## config.mk

```make
export PLATFORM = sky130hd
export DESIGN_NAME = dom_share_rand_gen
export DESIGN_NICKNAME = d
export VERILOG_FILES = /design/src/rtl/dom_rand_pkg.sv /design/src/rtl/dom_lfsr_step8.sv /design/src/rtl/dom_share_rand_gen.sv
export SDC_FILE = /design/constraint.sdc
export NUM_CORES = 1
export LEC_CHECK = 0
export BUFFER_PORTS_ARGS = -buffer_cell sky130_fd_sc_hd__buf_2
export CORE_MARGIN = 1
export CORE_UTILIZATION = 25
export CTS_CLUSTER_SIZE = 12
export DETAILED_ROUTE_END_ITERATION = 7
export PLACE_DENSITY = 0.44
export SLEW_MARGIN = 40
export SYNTH_ARGS = -nofsm -noshare
export SYNTH_HDL_FRONTEND = slang
export SYNTH_HIERARCHICAL = 1
export SYNTH_SLANG_ARGS = --single-unit
```

## constraint.sdc

```tcl
create_clock -name clock_0 -period 2.5 [get_ports clock_0]
set_clock_uncertainty 0.15 [all_clocks]
set_input_delay 0.25 -clock clock_0 [delete_from_list [all_inputs] [get_ports clock_0]]
set_output_delay 0.25 -clock clock_0 [all_outputs]
set_load 0.01 [all_outputs]
```

## src/rtl/dom_rand_pkg.sv

```systemverilog
// Shared constants, types and the LFSR feedback helper for the 3-share DOM
// randomness feeder.
package dom_rand_pkg;

  localparam int unsigned LFSR_W     = 32;
  localparam int unsigned STEP_BITS  = 8;
  localparam int unsigned N_SHARES   = 3;
  localparam int unsigned N_PRAND    = 3;
  localparam int unsigned CNT_W      = 2;

  // Taps of x^32 + x^22 + x^2 + x + 1 for a left-shifting Fibonacci register.
  localparam int unsigned TAP_0 = 31;
  localparam int unsigned TAP_1 = 21;
  localparam int unsigned TAP_2 = 1;
  localparam int unsigned TAP_3 = 0;

  // Which post-step LFSR bit feeds which share / p_rand output.
  localparam int unsigned RIDX_A_S1 = 0;
  localparam int unsigned RIDX_A_S2 = 1;
  localparam int unsigned RIDX_B_S1 = 2;
  localparam int unsigned RIDX_B_S2 = 3;
  localparam int unsigned RIDX_P0   = 4;
  localparam int unsigned RIDX_P1   = 5;
  localparam int unsigned RIDX_P2   = 6;

  typedef enum logic {
    WARMUP = 1'b0,
    RUN    = 1'b1
  } state_e;

  // Index 0 is the plaintext-carrying share; 1 and 2 are the random masks.
  typedef struct packed {
    logic [N_PRAND-1:0]  p_rand;
    logic [N_SHARES-1:0] b_sh;
    logic [N_SHARES-1:0] a_sh;
  } dom_out_t;

  function automatic logic lfsr_fb(input logic [LFSR_W-1:0] s);
    return s[TAP_0] ^ s[TAP_1] ^ s[TAP_2] ^ s[TAP_3];
  endfunction

endpackage

```

## src/rtl/dom_lfsr_step8.sv

```systemverilog
// Combinational 8-step advance of the 32-bit Fibonacci LFSR; used for both
// warm-up and run-time stepping.
module dom_lfsr_step8
  import dom_rand_pkg::*;
(
  input  logic [LFSR_W-1:0] i_state,
  output logic [LFSR_W-1:0] o_state
);

  logic [LFSR_W-1:0] w_s;

  always_comb begin
    w_s = i_state;
    for (int k = 0; k < int'(STEP_BITS); k++) begin
      w_s = {w_s[LFSR_W-2:0], lfsr_fb(w_s)};
    end
  end

  assign o_state = w_s;

endmodule

```

## src/rtl/dom_share_rand_gen.sv

```systemverilog
// Masks two plaintext bits into 3-share Boolean encodings and supplies the
// DOM AND gate's three fresh random bits, all from one seedable LFSR.
module dom_share_rand_gen
  import dom_rand_pkg::*;
#(
  parameter logic [LFSR_W-1:0] SEED_DEFAULT = 32'hACE1_2468,
  parameter int unsigned       WARMUP_STEPS = 4
) (
  input  logic              clock_0,
  input  logic              reset_0,
  input  logic              seed_valid,
  input  logic [LFSR_W-1:0] seed_data,
  output logic              seed_ready,
  input  logic              in_valid,
  input  logic              in_a,
  input  logic              in_b,
  output logic              in_ready,
  output logic              out_valid,
  output logic              io_i0_s0,
  output logic              io_i0_s1,
  output logic              io_i0_s2,
  output logic              io_i1_s0,
  output logic              io_i1_s1,
  output logic              io_i1_s2,
  output logic              p_rand_0,
  output logic              p_rand_1,
  output logic              p_rand_2
);

  localparam logic [CNT_W-1:0] CNT_LAST = CNT_W'(WARMUP_STEPS - 1);

  state_e            r_state;
  logic [CNT_W-1:0]  r_cnt;
  logic [LFSR_W-1:0] r_lfsr;
  logic              r_ready;
  logic              r_out_valid;
  dom_out_t          r_out;

  logic [LFSR_W-1:0] w_lfsr_next;
  logic [LFSR_W-1:0] w_seed_load;
  logic              w_accept;

  dom_lfsr_step8 u_step (
    .i_state (r_lfsr),
    .o_state (w_lfsr_next)
  );

  // An all-zero seed would lock the LFSR, so substitute the default.
  assign w_seed_load = (seed_data == '0) ? SEED_DEFAULT : seed_data;
  assign w_accept    = in_valid & ~seed_valid;

  always_ff @(posedge clock_0 or negedge reset_0) begin
    if (!reset_0) begin
      r_state     <= WARMUP;
      r_cnt       <= '0;
      r_lfsr      <= SEED_DEFAULT;
      r_ready     <= 1'b0;
      r_out_valid <= 1'b0;
      r_out       <= '0;
    end else begin
      r_out_valid <= 1'b0;
      case (r_state)
        WARMUP: begin
          r_lfsr <= w_lfsr_next;
          if (r_cnt == CNT_LAST) begin
            r_state <= RUN;
            r_ready <= 1'b1;
          end else begin
            r_cnt <= r_cnt + CNT_W'(1);
          end
        end
        RUN: begin
          if (seed_valid) begin
            r_lfsr  <= w_seed_load;
            r_cnt   <= '0;
            r_state <= WARMUP;
            r_ready <= 1'b0;
          end else if (w_accept) begin
            // Each accept consumes seven fresh bits of a newly advanced state.
            r_lfsr         <= w_lfsr_next;
            r_out.a_sh[1]  <= w_lfsr_next[RIDX_A_S1];
            r_out.a_sh[2]  <= w_lfsr_next[RIDX_A_S2];
            r_out.a_sh[0]  <= in_a ^ w_lfsr_next[RIDX_A_S1] ^ w_lfsr_next[RIDX_A_S2];
            r_out.b_sh[1]  <= w_lfsr_next[RIDX_B_S1];
            r_out.b_sh[2]  <= w_lfsr_next[RIDX_B_S2];
            r_out.b_sh[0]  <= in_b ^ w_lfsr_next[RIDX_B_S1] ^ w_lfsr_next[RIDX_B_S2];
            r_out.p_rand   <= {w_lfsr_next[RIDX_P2], w_lfsr_next[RIDX_P1],
                               w_lfsr_next[RIDX_P0]};
            r_out_valid    <= 1'b1;
          end
        end
        default: begin
          r_state <= WARMUP;
          r_cnt   <= '0;
          r_ready <= 1'b0;
        end
      endcase
    end
  end

  assign in_ready   = r_ready;
  assign seed_ready = r_ready;
  assign out_valid  = r_out_valid;
  assign io_i0_s0   = r_out.a_sh[0];
  assign io_i0_s1   = r_out.a_sh[1];
  assign io_i0_s2   = r_out.a_sh[2];
  assign io_i1_s0   = r_out.b_sh[0];
  assign io_i1_s1   = r_out.b_sh[1];
  assign io_i1_s2   = r_out.b_sh[2];
  assign p_rand_0   = r_out.p_rand[0];
  assign p_rand_1   = r_out.p_rand[1];
  assign p_rand_2   = r_out.p_rand[2];

endmodule

```

## After elaboration in Yosys (flattened, before gate mapping)

Index checks and enable logic that the tools add are counted.

- Register bits after elaboration: 46

- Muxes and demuxes: 16
- $add $sub $neg: 1
- Reduce and logical (&&, ||, !) cells: 4
- Bitwise logic cells: 31
- Equal/unequal tests: 5

Operator list:

| operator | count |
|---|---|
| 2-to-1 mux 32 bit | 3 |
| case mux 32 bit (2 select lines) | 1 |
| zero test 32 bit | 1 |
| XOR 1 bit | 28 |
| 2-to-1 mux 1 bit | 7 |
| inequality test 2 bit (second input constant) | 3 |
| 2-to-1 mux 2 bit | 2 |
| case mux 1 bit (2 select lines) | 2 |
| case mux 2 bit (2 select lines) | 1 |
| AND reduction 2 bit | 2 |
| inequality test 3 x 2 -> 1 bit (second input constant) | 1 |
| AND reduction 3 bit | 1 |
| adder 2 x 1 -> 2 bit (second input constant) | 1 |
| == test 2 bit (second input constant) | 1 |
| inverter 1 bit | 2 |
| AND 1 bit | 1 |

## Logic depth before layout (Yosys ltp)

- Depth in word-level cells: 13
- Mapped depth: 7
- Gate-level depth less buffers: 7

## Cells and area by module

The synthesis kept the hierarchy.

Modules (own cells, without submodules):

| module | instances | area each (µm²) | sequential area each (µm²) | cells an instance |
|---|---|---|---|---|
| dom_share_rand_gen | 1 | 2123.3 | 1167.4 | 222 |
| dom_lfsr_step8 | 1 | 412.9 | 0.0 | 43 |

## Least setup slack after synthesis

No wires, ideal clock.

- Path kind: reg-to-reg
- Start point: register r_lfsr[21]
- End point: register r_out, in the netlist io_i0_s0
- Clock period less this slack: 2.488 ns
- Slack: 0.012 ns
- Cell stages (with the launch flop): 8
- Library setup time: 0.129 ns
- Arrival time: 2.209 ns
- Cell sequence: dfstp_2 xnor3_2 xnor3_2 xnor2_2 xnor2_1 xor2_1 xnor2_1 o21ai_0

- Cells in the longest elaborated chain, start to end: 12

Ends and longest elaborated chain:

| what | line | source |
|---|---|---|
| from (decl) | dom_share_rand_gen.sv:34 | `logic [LFSR_W-1:0] r_lfsr;` |
| from (signal assigned) | dom_share_rand_gen.sv:64 | `r_lfsr <= w_lfsr_next;` |
| from (signal assigned) | dom_share_rand_gen.sv:74 | `r_lfsr <= w_seed_load;` |
| from (signal assigned) | dom_share_rand_gen.sv:80 | `r_lfsr <= w_lfsr_next;` |
| XOR 1 bit * (3 in a row) | dom_rand_pkg.sv:39 | `return s[TAP_0] ^ s[TAP_1] ^ s[TAP_2] ^ s[TAP_3];` |
| XOR 1 bit (2 in a row) | dom_rand_pkg.sv:39 |  |
| XOR 1 bit * | dom_rand_pkg.sv:39 |  |
| named net w_lfsr_next[4] | dom_share_rand_gen.sv:39 | `logic [LFSR_W-1:0] w_lfsr_next;` |
| XOR 1 bit (3 in a row) | dom_rand_pkg.sv:39 |  |
| XOR 1 bit * | dom_rand_pkg.sv:39 |  |
| named net w_lfsr_next[0] | dom_share_rand_gen.sv:39 |  |
| XOR 1 bit * (2 in a row) | dom_share_rand_gen.sv:83 | `r_out.a_sh[0] <= in_a ^ w_lfsr_next[RIDX_A_S1] ^ w_lfsr_next[RIDX_A_S2];` |
| to (decl) | dom_share_rand_gen.sv:37 | `dom_out_t r_out;` |

The timed path passes the listed nets; every way through them passes the cells marked *.
A chain may end at the register's enable or synchronous reset.

## Worst setup path after layout

- Start point: register r_lfsr[19]
- End point: register r_out, in the netlist io_i0_s0

- Cells in the longest elaborated chain, start to end: 10

Ends and longest elaborated chain:

| what | line |
|---|---|
| XOR 1 bit * (4 in a row) | dom_rand_pkg.sv:39 |
| named net w_lfsr_next[4] | dom_share_rand_gen.sv:39 |
| XOR 1 bit (3 in a row) | dom_rand_pkg.sv:39 |
| XOR 1 bit * | dom_rand_pkg.sv:39 |
| named net w_lfsr_next[0] | dom_share_rand_gen.sv:39 |
| XOR 1 bit * (2 in a row) | dom_share_rand_gen.sv:83 |

Marked as above.

==> metrics <==
result of the run completed; Via density 4.40; largest registers r_lfsr x32, r_cnt x2; CP max FO 3; slowest CP cell xnor3_2; max-cap violation count 0; syn_nets 304; Port Buffers 49; synth top area cells dfrtp_1 33%, dfstp_2 13%, nand2_1 8.4%; CP max stage delay 0.45 ns; vias post-DR 1902; Worst Tran Pin Value 0.699 ns; I/O pin count 50; H-tree Lvls 2; Chip Height 103 µm; Critical R2R Capture io_i0_s0; commonest non-fill, non-tap cell in the layout nand2_1; hold_sp seed_data[16]; Tcrit/Tclk final 94.8%; Synth top area share 32.6%; area leader, netlist dfrtp_1; final core occ 30.0%; setup ws final 0.131 ns; DRC 0; fin. max-slew vios 0; Largest Register r_lfsr; post-synthesis sequential area ratio 46.0%; FF-to-FF Start r_lfsr[19]; dpl ws -0.0312 ns; CORE AREA 9820 µm²; CTS root buf clkbuf_8; row cnt 36; share of layout cells above drive strength 1 33.4%; CTS sink count 46; CP top delay family XOR/XNOR gates; first-pass GRT wire length 10100 µm; Tightest Hold Check Type in -> reg; Crit Path Category reg -> reg; Post-Syn Area 2540 µm²; crit end category flip-flop; Data arrival, critical path 2.39 ns; Slew Limit Headroom 53.3%; detailed-router iteration count before antenna repair 4; placer congestion estimate 0.739; DP Cell Count 422; CP bufs+invs 0; multiplexer share of the synthesized area 3.50%; #FFs+latches synth 46; Final HPWL DP 4870 µm; Area Overhead vs Synth 16.3%; antenna viol nets, final 0; RSZ-0062 raised after global routing no; Yosys warnings 6; initial core utilization 25.8%; nets 337; adder-cell share of the synthesized area 0.493%; clock buffer count from CTS 5; Final Hold Fails 0; Max Fclk 0.422 GHz; Routed WL per cell 15.2 µm; die area 10600 µm²; Setup TNS 0 ns; largest net degree at the start of global routing 52; 1st-iter DRT viols 115; initial antenna violation count 0; mean area per synthesized cell 9.57 µm²; CP most frequent cell xnor3_2; clock slew seen by the registers of the worst setup and hold paths 0.09 ns; main combinational cell family by area after synthesis simple AND/OR/NAND/NOR gates; Cells after Synth 265; max reg flops 32; GRT overflow 0; vias in the first global route 1870; startpoint types flip-flop; critical path required time 2.52 ns; Tmin final 2.37 ns; GRT Util Overall 13.2%; critical path, cell by cell xnor3_2 > xnor3_2 > xnor2_4 > xnor2_2 > xor2_1 > xnor2_1 > o21ai_0; Synth Area in XOR/XNOR 10.9%; final setup fails 0; Hold EP r_lfsr[16]; most frequent cells in the layout 57 x nand2_1, 49 x buf_2, 33 x dfrtp_1; ANT cells 0; CTS tree built; clk_lat worst skew 0.30 ns; Synth cell types 29; fin cells 432; final WL 6560 µm; complex-gate fraction of the synthesized area 13.3%; clk buf depth 2; Synth Area in Simple Gates 15.0%; worst hold path depth 2; worst reg2reg path depth 7; die span in x 103 µm; r2r setup slk 0.13 ns
[final cells by class]
cell class,instances,area (µm²)
timing repair buffer,65,380
fill,1066,6870
clock buffer,7,86.3
inverter,3,11.3
sequential,46,1170
tap,133,166
multi-input combinational,177,1130
clock inverter,1,5.00
[worst register-to-register path, cell delays in order (launching register included)]
cell     delay [ns]
dfrtp_1        0.42
xnor3_2        0.43
xnor3_2        0.45
xnor2_4        0.18
xnor2_2        0.21
xor2_1         0.19
xnor2_1        0.13
o21ai_0        0.09
[layer usage]
metal / wire length [µm] / up-vias / track usage [%]
met1: 2980 / 914 / 17.3
li1: - / 942 / -
met2: 3250 / 40 / 22.1
met4: 99 / 0 / 3.96
met5: 0 / - / 0
met3: 230 / 6 / 2.24
[per-stage QoR]
step                hold WS (ns)  area, µm²
finish                    0.0423       2950
global route              0.0320       2950
CTS                       0.0327       2920
detailed placement         0.248       2810
global placement           0.245       2810
floorplan                 -0.196       2540
[what timing repair did]
action	CTS	global route
hold buffers	1	0
gates resized for setup	2	3
pin swaps	0	4
endpoints found under the hold margin	33	0
buffers inserted	0	1
cloned	0	0
setup endpoints to repair	1	1
[Yosys cell counts]
cell type	number
nand2b_1	2
xnor3_2	3
dfstp_2	13
buf_6	1
clkbuf_2	1
a2bb2oi_1	13
o22ai_1	1
xnor2_1	14
and2b_1	1
nand2_1	57
inv_1	3
ha_1	1
nor2_1	21
o21ai_0	17
o21ai_2	1
buf_4	25
xor2_1	5
and2_1	1
nand4_1	2
mux2i_1	1
buf_2	9
mux2_2	7
xnor3_1	1
o21ai_1	1
clkbuf_1	3
dfrtp_1	33
a31oi_1	19
xnor2_2	1
nor4_1	8
[worst max-delay path by stage]
stage,start,cells past startpoint,slack (ns),to
after floorplan,r_lfsr[21],7,0.01,io_i0_s0
after detailed placement,r_lfsr[21],7,-0.03,io_i0_s0
after global placement,r_lfsr[21],7,0.004,io_i0_s0
final,r_lfsr[19],7,0.13,io_i0_s0
after CTS,r_lfsr[21],7,0.02,io_i0_s0
after global routing,r_lfsr[0],7,0.04,io_i0_s0
[cells by family (layout without fill, tap and decap cells)]
group | Yosys count | count (layout)
and+or+nand+nor | 92 | 92
AOI/OAI and AO/OA | 52 | 52
DFF | 46 | 46
buffers and inverters | 42 | 76
xor gates and xnor gates | 24 | 24
muxes | 8 | 8
adders and majority gates | 1 | 1
Power is not shown: default switching activity piles up to over one toggle a cycle in this logic, so the estimate is an artifact.
